### src/rtl/market_feed_parser.sv
// Market-data frame parser: validates 3-beat HDR/PAYLOAD/TRAILER frames from the MAC,
// emits one price-pair word per good price frame and keeps saturating statistics.
module market_feed_parser #(
  parameter logic [15:0] MAGIC     = 16'hC0DE,
  parameter logic [7:0]  PRICE_TYP = 8'h01,
  parameter int          TIMEOUT   = 16,
  parameter int          CNT_W     = 32
) (
  input  logic             clk_156mhz,
  input  logic             rst_n,
  input  logic [63:0]      in_data,
  input  logic             in_valid,
  input  logic             in_sop,
  input  logic             in_eop,
  output logic [63:0]      rx_data,
  output logic             rx_valid,
  output logic [15:0]      last_seq,
  output logic [CNT_W-1:0] frames_ok,
  output logic [CNT_W-1:0] frames_err,
  output logic [CNT_W-1:0] seq_gaps
);

  localparam int IDLE_W = $clog2(TIMEOUT + 1);
  localparam logic [IDLE_W-1:0] IDLE_LAST = IDLE_W'(TIMEOUT - 1);

  typedef enum logic [1:0] {
    S_IDLE    = 2'd0,
    S_PAYLOAD = 2'd1,
    S_TRAILER = 2'd2,
    S_DISCARD = 2'd3
  } state_t;

  state_t             state_q, state_d;
  logic [63:0]        hdr_q, hdr_d;
  logic [63:0]        pay_q, pay_d;
  logic [IDLE_W-1:0]  idle_cnt_q, idle_cnt_d;
  logic [15:0]        last_seq_q, last_seq_d;
  logic               seq_valid_q, seq_valid_d;
  logic [63:0]        rx_data_q, rx_data_d;
  logic               rx_valid_q, rx_valid_d;
  logic [CNT_W-1:0]   frames_ok_q, frames_ok_d;
  logic [CNT_W-1:0]   frames_err_q, frames_err_d;
  logic [CNT_W-1:0]   seq_gaps_q, seq_gaps_d;

  logic [1:0]  err_inc;
  logic        ok_inc;
  logic        gap_inc;
  logic        hdr_beat;
  logic [15:0] hdr_seq;
  logic [7:0]  hdr_type;

  assign hdr_seq  = hdr_q[47:32];
  assign hdr_type = hdr_q[31:24];

  function automatic logic [CNT_W-1:0] sat_add(input logic [CNT_W-1:0] a,
                                               input logic [1:0] inc);
    logic [CNT_W:0] s;
    s = {1'b0, a} + {{(CNT_W-1){1'b0}}, inc};
    return s[CNT_W] ? {CNT_W{1'b1}} : s[CNT_W-1:0];
  endfunction

  always_comb begin
    state_d     = state_q;
    hdr_d       = hdr_q;
    pay_d       = pay_q;
    idle_cnt_d  = idle_cnt_q;
    last_seq_d  = last_seq_q;
    seq_valid_d = seq_valid_q;
    rx_data_d   = rx_data_q;
    rx_valid_d  = 1'b0;
    err_inc     = 2'd0;
    ok_inc      = 1'b0;
    gap_inc     = 1'b0;
    hdr_beat    = 1'b0;

    if (in_valid) begin
      idle_cnt_d = '0;
      case (state_q)
        S_IDLE: hdr_beat = in_sop;
        S_PAYLOAD: begin
          if (in_sop) begin
            err_inc  = 2'd1;
            hdr_beat = 1'b1;
          end else if (in_eop) begin
            err_inc = 2'd1;
            state_d = S_IDLE;
          end else begin
            pay_d   = in_data;
            state_d = S_TRAILER;
          end
        end
        S_TRAILER: begin
          if (in_sop) begin
            err_inc  = 2'd1;
            hdr_beat = 1'b1;
          end else if (!in_eop) begin
            err_inc = 2'd1;
            state_d = S_DISCARD;
          end else if (in_data != (hdr_q ^ pay_q)) begin
            err_inc = 2'd1;
            state_d = S_IDLE;
          end else begin
            state_d     = S_IDLE;
            last_seq_d  = hdr_seq;
            seq_valid_d = 1'b1;
            // Non-price frames still advance the sequence tracker but emit nothing.
            if (hdr_type == PRICE_TYP) begin
              rx_valid_d = 1'b1;
              rx_data_d  = pay_q;
              ok_inc     = 1'b1;
              gap_inc    = seq_valid_q && (hdr_seq != (last_seq_q + 16'd1));
            end
          end
        end
        S_DISCARD: begin
          if (in_sop) hdr_beat = 1'b1;
          else if (in_eop) state_d = S_IDLE;
        end
        default: state_d = S_IDLE;
      endcase

      // A new SOP beat may add a second error on top of an aborted frame.
      if (hdr_beat) begin
        if (in_eop) begin
          err_inc = err_inc + 2'd1;
          state_d = S_IDLE;
        end else if (in_data[63:48] != MAGIC) begin
          err_inc = err_inc + 2'd1;
          state_d = S_DISCARD;
        end else begin
          hdr_d   = in_data;
          state_d = S_PAYLOAD;
        end
      end
    end else if ((state_q == S_PAYLOAD) || (state_q == S_TRAILER)) begin
      if (idle_cnt_q == IDLE_LAST) begin
        err_inc    = 2'd1;
        state_d    = S_IDLE;
        idle_cnt_d = '0;
      end else begin
        idle_cnt_d = idle_cnt_q + 1'b1;
      end
    end else begin
      idle_cnt_d = '0;
    end

    frames_ok_d  = sat_add(frames_ok_q, {1'b0, ok_inc});
    frames_err_d = sat_add(frames_err_q, err_inc);
    seq_gaps_d   = sat_add(seq_gaps_q, {1'b0, gap_inc});
  end

  always_ff @(posedge clk_156mhz) begin
    if (!rst_n) begin
      state_q      <= S_IDLE;
      hdr_q        <= '0;
      pay_q        <= '0;
      idle_cnt_q   <= '0;
      last_seq_q   <= '0;
      seq_valid_q  <= 1'b0;
      rx_data_q    <= '0;
      rx_valid_q   <= 1'b0;
      frames_ok_q  <= '0;
      frames_err_q <= '0;
      seq_gaps_q   <= '0;
    end else begin
      state_q      <= state_d;
      hdr_q        <= hdr_d;
      pay_q        <= pay_d;
      idle_cnt_q   <= idle_cnt_d;
      last_seq_q   <= last_seq_d;
      seq_valid_q  <= seq_valid_d;
      rx_data_q    <= rx_data_d;
      rx_valid_q   <= rx_valid_d;
      frames_ok_q  <= frames_ok_d;
      frames_err_q <= frames_err_d;
      seq_gaps_q   <= seq_gaps_d;
    end
  end

  assign rx_data    = rx_data_q;
  assign rx_valid   = rx_valid_q;
  assign last_seq   = last_seq_q;
  assign frames_ok  = frames_ok_q;
  assign frames_err = frames_err_q;
  assign seq_gaps   = seq_gaps_q;

endmodule

### config.mk
export PLATFORM = sky130hd
export DESIGN_NAME = market_feed_parser
export DESIGN_NICKNAME = d
export VERILOG_FILES = /design/src/rtl/market_feed_parser.sv
export SDC_FILE = /design/constraint.sdc
export NUM_CORES = 1
export LEC_CHECK = 0
export CORE_MARGIN = 5
export CORE_UTILIZATION = 25
export CTS_CLUSTER_DIAMETER = 60
export DETAILED_ROUTE_END_ITERATION = 12
export PLACE_DENSITY = 0.53
export SLEW_MARGIN = 10
export SYNTH_ARGS = -nofsm -noshare
export SYNTH_HDL_FRONTEND = slang
export SYNTH_SLANG_ARGS = --single-unit
### constraint.sdc
create_clock -name clk_156mhz -period 6.1 [get_ports clk_156mhz]
set_input_delay 0.915 -clock clk_156mhz [delete_from_list [all_inputs] [get_ports clk_156mhz]]
set_output_delay 0.915 -clock clk_156mhz [all_outputs]
set_load 0.03 [all_outputs]
==> results of run 1 <==
cell families after synthesis:
logic type               count (synthesis)  synth area share, %
AO/OA/AOI/OAI                          464                 20.9
XOR/XNOR                               177                 10.6
adder cells (fa/ha/maj)                 14                 1.25
buffers and inverters                  146                 4.35
flip-flops                             313                 42.7
multiplexers                             4                0.273
AND/OR/NAND/NOR                        604                 20.0
power by group through the flow:
stage	combinational (mW)	clock, mW	sequential (mW)
finish	0.206	2.62	2.05
CTS	0.207	2.69	2.05
floorplan	0.0786	0	2.10
global route	0.220	2.78	2.05
detailed placement	0.205	0	2.10
global placement	0.206	0	2.10
cell type report:
class,count,area (µm²),share of cell area [%]
multi-input combinational,1263,7810,39.9
timing repair buffer,309,2950,15.1
antenna,2,5.00,0.0256
clock inverter,19,249,1.27
sequential,313,6270,32.0
tap,765,957,4.89
clock buffer,57,1240,6.33
inverter,24,97.6,0.499
cells in the final DEF (no fill, tap or decap), types with 11 or more instances in the layout:
cell type        netlist  final
o21ai_1               16     16
nand3_1               57     55
clkdlybuf4s50_1        0    245
nor4_1                22     21
inv_1                 23     23
clkbuf_8               0     11
xor2_1                62     62
a21oi_1              282    282
o21a_1                12     12
and4_1                11     11
and3_1                31     30
nor2_1                60     59
dfxtp_1              313    313
buf_4                  0     63
o22ai_1               17     17
nand2_1              274    273
nor3_1                16     16
clkbuf_16              0     43
xnor2_1              115    115
ha_1                  13     13
o31ai_2               63     63
nand4_1               96     96
sequential cells by signal, indices dropped and copies added (netlist names):
signal       flops
pay_q           64
rx_valid         1
frames_err      32
seq_gaps        32
state_q          2
seq_valid_q      1
last_seq        16
idle_cnt_q       5
rx_data         64
frames_ok       32
hdr_q           64
critical path, cell delays in order:
cell and delay, ns:
clkdlybuf4s50_1 0.61, o22ai_1 0.16, nor4_1 0.46, nand4_1 0.27
or4_4 0.57, o21a_1 0.21, ha_1 0.27, inv_1 0.03
o21ai_0 0.15, a32oi_1 0.12, nand2_1 0.18, ha_1 0.21
inv_1 0.06, fa_1 0.37, or3_1 0.40, nor4_1 0.40
and2_1 0.24, nand2_1 0.10, buf_4 0.19, a21oi_1 0.14
per-layer routing:
layer	part of all wire (%)	track usage, %
met2	47	26.5
met4	2.1	4.44
met1	44	21.5
met3	7.5	4.42
met5	0.083	0
final timing paths:
| check | slack [ns] | depth (start not counted) | to | from |
|---|---|---|---|---|
| worst min-delay path | 0.46 | 1 | idle_cnt_q[0]$_SDFF_PP0_ | idle_cnt_q[0]$_SDFF_PP0_ |
| worst min register to register | 0.46 | 1 | idle_cnt_q[0]$_SDFF_PP0_ | idle_cnt_q[0]$_SDFF_PP0_ |
| worst max-delay path | 0.51 | 20 | frames_err[2]$_SDFF_PN0_ | in_data[51] |
| worst max register to register | 0.68 | 20 | frames_err[2]$_SDFF_PN0_ | hdr_q[35]$_SDFFE_PN0P_ |
==> results.md, run 1 <==
- First-pass GRT wire length: 83100 µm
- Final ANT Viol Nets: 0
- Post-route minimum period: 5.59 ns
- Seq/Total Area, Yosys: 42.7%
- Status: finished, final reports clean
- Setup TNS: 0 ns
- Tot Pwr: 4.88 mW
- P_sw: 1.11 mW
- # setup viols final: 0
- Worst slew margin: 19.5%
- Die height: 252 µm
- Crit. End Element: flip-flop
- Drt wl/cell: 19.7 µm
- Row cnt: 88
- Comb pwr share: 4.2%
- Synthesized area: 14700 µm²
- Mapped Cells: 1722
- Worst-path clk slew: 0.06 ns
- Dpl cell area: 18100 µm²
- Hold-fix buffers, CTS: 0
- Cell taking the most area after synthesis: dfxtp_1
- CTS root buf: clkbuf_16
- Util after Layout: 33.8%
- Number of max-cap violations: 0
- Arr. time, crit path: 6.07 ns
- TritonCTS clock tree: built
- Largest net degree at the start of global routing: 161
- IO Port Bufs: 245
- Flop pwr share: 42.0%
- Initial antenna violation count: 4
- Vias in the first global route: 13.4k
- Cells after DPL: 2674
- DRT iter0 DRCs: 935
- Skew-Pair Late Insertion Delay: 0.57 ns
- PwrDens: 250 nW/µm²
- Syn_nets: 1805
- CTS max path bufs: 3
- Router iterations before antenna repair: 5
- Top-count cell post-synth: dfxtp_1
- Yosys warning total: 0
- DIE AREA: 63600 µm²
- DP HPWL: 38600 µm
- Worst Hold Slack: 0.460 ns
- Critical path class: in -> reg
- Num ports: 246
- Worst slack, placed: -0.0849 ns
- Clock Power Share: 53.7%
- Fmax: 179 MHz
- Worst-Margin Slew: 1.21 ns
- Fin crit share: 91.6%
- Synth top area share: 42.7%
- Finished Cell Area: 19600 µm²
- Hold Vio Cnt, Final: 0
- Die Wd: 252 µm
- Total CTS buffers: 41
- RSZ-0062 raised after global routing: no
- Dominant synthesized flop cell: dfxtp_1
- CP Launch Type: input pin
- Fin cells: 2752
- Core area: 57900 µm²
- Vias per cell: 5.02
- Ys async rst share: 0%
- Setup WS post-layout: 0.511 ns
- Layout Nets: 2035
- Final wirelength: 54300 µm
- Mean post-synth cell area: 8.52 µm²
- Vias post-DR: 13.8k
- Flip-flop and latch count after synthesis: 313
- Initial core utilization: 25.3%
- CP max FO: 12
- Share of cells above drive strength 1: 10.9%
- RD Place Congestion: 0.904
- Fin. max-slew vios: 0
- Layout area overhead: 33.4%
- Switch share: 22.8%
- Post-CTS setup buffer count: 0
- Number of synthesized flops with an enable pin: 0
- Total grt overflow: 0
- VDD IR-drop max: 0.000156 V
- CP required: 6.59 ns
- Hold Crit Class: reg -> reg
- GRT Total Usage: 16.3%
- Synth unique cells: 60
- Leak pwr: 6.29 nW
- DRC: 0
- H-tree Lvls: 2
- Synth area leaders: dfxtp_1 (43%), a21oi_1 (9.6%), nand2_1 (7.0%), xnor2_1 (6.9%), o31ai_2 (5.4%)
- Clk_skew: 0.0278 ns
- Clock tree sinks: 313
- Commonest cells in the netlist: dfxtp_1 (313), a21oi_1 (282), nand2_1 (274)
- CTS resizes: 0
- Fillcell total: 6017
- Internal power: 3.77 mW
Note: power is estimated with default switching activity, not from simulation.
==> inputs of run 2 (changes only) <==
--- a/config.mk
+++ b/config.mk
@@ -5,11 +5,12 @@
 export SDC_FILE = /design/constraint.sdc
 export NUM_CORES = 1
 export LEC_CHECK = 0
+export ABC_AREA = 1
 export CORE_MARGIN = 5
 export CORE_UTILIZATION = 25
-export CTS_CLUSTER_DIAMETER = 60
+export CTS_CLUSTER_DIAMETER = 40
 export DETAILED_ROUTE_END_ITERATION = 12
-export PLACE_DENSITY = 0.53
+export PLACE_DENSITY = 0.52
 export SLEW_MARGIN = 10
 export SYNTH_ARGS = -nofsm -noshare
 export SYNTH_HDL_FRONTEND = slang
==> results.md, run 2 <==
- Status: finished, final reports clean
- Arr. time, crit path: 5.78 ns
- Router iterations before antenna repair: 5
- GRT Total Usage: 15.6%
- Skew-Pair Late Insertion Delay: 0.61 ns
- Number of synthesized flops with an enable pin: 0
- Clock tree sinks: 313
- Tot Pwr: 6.68 mW
- Worst slew margin: 23.1%
- Row cnt: 92
- CP max FO: 6
- Num ports: 246
- Top-count cell post-synth: nand2_1
- Dominant synthesized flop cell: dfxtp_1
- Met1 wire length: 24600 µm
- Number of max-cap violations: 0
- CTS root buf: clkbuf_16
- Initial antenna violation count: 12
- Total CTS buffers: 76
- Slowest stage cell, crit path: clkdlybuf4s50_1
- Yosys warning total: 0
- Internal power: 5.19 mW
- Switch share: 22.3%
- Syn_nets: 2528
- Fmax: 191 MHz
- Hold-fix buffers, CTS: 0
- Cell taking the most area after synthesis: dfxtp_1
- Vias per cell: 4.43
- Crit. End Element: flip-flop
- Fin crit share: 86.0%
- First-pass GRT wire length: 86500 µm
- Layout Nets: 2777
- IO Port Bufs: 245
- R2R cell count: 30
- Vias in the first global route: 15.2k
- RR Endpoint: frames_err[23]$_SDFF_PN0_
- P_sw: 1.49 mW
- Largest net degree at the start of global routing: 129
- Seq/Total Area, Yosys: 39.2%
- Flip-flop and latch count after synthesis: 313
- Reg2reg start: pay_q[15]$_SDFFE_PN0P_
- Layout area overhead: 37.5%
- TritonCTS clock tree: built
- # setup viols final: 0
- Setup TNS: 0 ns
- CTS resizes: 0
- Hold Crit Class: reg -> reg
- Routed wl met2: 25400 µm
- Die height: 263 µm
- Mean post-synth cell area: 6.55 µm²
- Fin. max-slew vios: 0
- Initial core utilization: 25.3%
- Leak pwr: 9.28 nW
- Vias post-DR: 16.0k
- Clock Power Share: 65.5%
- Commonest cells in the netlist: nand2_1 (576), nor2_1 (353), inv_1 (347)
- Max layer used: met5
- Hold path start: idle_cnt_q[0]$_SDFF_PP0_
- CP Launch Type: input pin
- FF-to-FF setup slack: 1.27 ns
- DRT iter0 DRCs: 885
- Hold path depth: 1
- Final wirelength: 55900 µm
- CTS max path bufs: 3
- Share of cells above drive strength 1: 6.54%
- Clk_skew: 0.0323 ns
- Mapped Cells: 2445
- Synth top area share: 39.2%
- PwrDens: 304 nW/µm²
- Synthesized area: 16000 µm²
- Worst Hold Slack: 0.452 ns
- Final ANT Viol Nets: 0
- Most used cell, CP: nand2_1
- Core area: 63200 µm²
- H-tree Lvls: 3
- Worst-Margin Slew: 1.15 ns
- CP max stage delay: 0.51 ns
- VDD IR-drop max: 0.000270 V
- DIE AREA: 69200 µm²
- Post-CTS setup buffer count: 0
- Die Wd: 263 µm
- Most common cell after layout, fill and taps aside: nand2_1
- Flop pwr share: 30.9%
- Synth area leaders: dfxtp_1 (39%), nand2_1 (14%), nor2_1 (8.3%), inv_1 (8.1%), nand3_1 (5.4%)
- Critical path class: in -> reg
- Fin cells: 3601
- Worst-path clk slew: 0.04 ns
- Comb pwr share: 3.6%
- Drt wl/cell: 15.5 µm
- DP HPWL: 40200 µm
- Most frequent cells in the layout: nand2_1 (576), nor2_1 (352), inv_1 (346)
- Synth unique cells: 42
- CP required: 6.64 ns
- Detail Route met3 WL: 4230 µm
- Total grt overflow: 0
- Ys async rst share: 0%
- Hold EP: idle_cnt_q[0]$_SDFF_PP0_
- Post-route minimum period: 5.24 ns
- DRC: 0
- RSZ-0062 raised after global routing: no
- Hold Vio Cnt, Final: 0
- RD Place Congestion: 0.860
- Cells after DPL: 3462
[run 2: cell types whose count changed after synthesis, sizes merged, moves of 89 or more]
cell | previous run | this run
inv | 23 | 364
nor2 | 60 | 364
nand2 | 274 | 576
o21ai | 24 | 169
a21oi | 282 | 153
nand3 | 57 | 174
xnor2 | 115 | 26
[run 2: area by class of cell]
type	instances	area (µm²)
multi-input cells	1682	7990
clock inverters	35	592
clock buffers	101	2170
inverters	364	1370
well taps	846	1060
repair buffers	257	2560
fillers	6790	41200
flip-flops and latches	313	6270
diodes	3	7.51
[run 2: worst max path at each step]
stage                                end   startpoint  slack [ns]  cells after the start
6_report       frames_err[23]$_SDFF_PN0_   in_data[7]        0.86                     31
5_1_grt        frames_err[27]$_SDFF_PN0_   in_data[7]        0.35                     31
4_1_cts        frames_err[23]$_SDFF_PN0_   in_data[7]        0.85                     31
3_5_place_dp   frames_err[23]$_SDFF_PN0_   in_data[7]        0.22                     31
3_3_place_gp   frames_err[23]$_SDFF_PN0_   in_data[7]        0.33                     31
2_1_floorplan  frames_err[23]$_SDFF_PN0_  in_data[40]        1.60                     30
[run 2: routing by layer]
metal	vias up	global-route usage [%]
li1	8250	-
met1	7173	19.2
met2	403	25.4
met3	123	5.34
met4	18	5.40
met5	-	0
[run 2: power by group through the flow]
stage          sequential (mW)  combinational (mW)  clock, mW
2_1_floorplan             2.10               0.124          0
3_3_place_gp              2.10               0.242          0
3_5_place_dp              2.10               0.242          0
4_1_cts                   2.06               0.243       4.48
5_1_grt                   2.06               0.267       4.59
6_report                  2.06               0.240       4.38
[run 2: kinds of logic (layout without fill, tap and decap cells)]
group | count (synthesis) | count (layout) | synth area share, %
flip-flops | 313 | 313 | 39.2
AO/OA/AOI/OAI | 354 | 354 | 11.6
XOR/XNOR | 81 | 81 | 4.60
other | 0 | 3 | 0
adder cells (fa/ha/maj) | 14 | 14 | 1.14
AND/OR/NAND/NOR | 1233 | 1233 | 32.5
buffers and inverters | 450 | 757 | 11.0
[run 2: critical path: cells and delay by family]
kind	cells	cell delay, ns
fa+ha+maj	3	0.84
simple gates	19	2.81
buf+inv	5	0.75
compound gates	4	0.44
[run 2: stage by stage]
stage | instance area [µm²] | util [%] | worst slack (ns)
2_1_floorplan | 16000 | - | 1.60
3_3_place_gp | 19200 | 30.4 | 0.334
3_5_place_dp | 19200 | 30.4 | 0.224
4_1_cts | 22000 | 34.8 | 0.854
5_1_grt | 22000 | 34.8 | 0.350
6_report | 22000 | 34.8 | 0.856
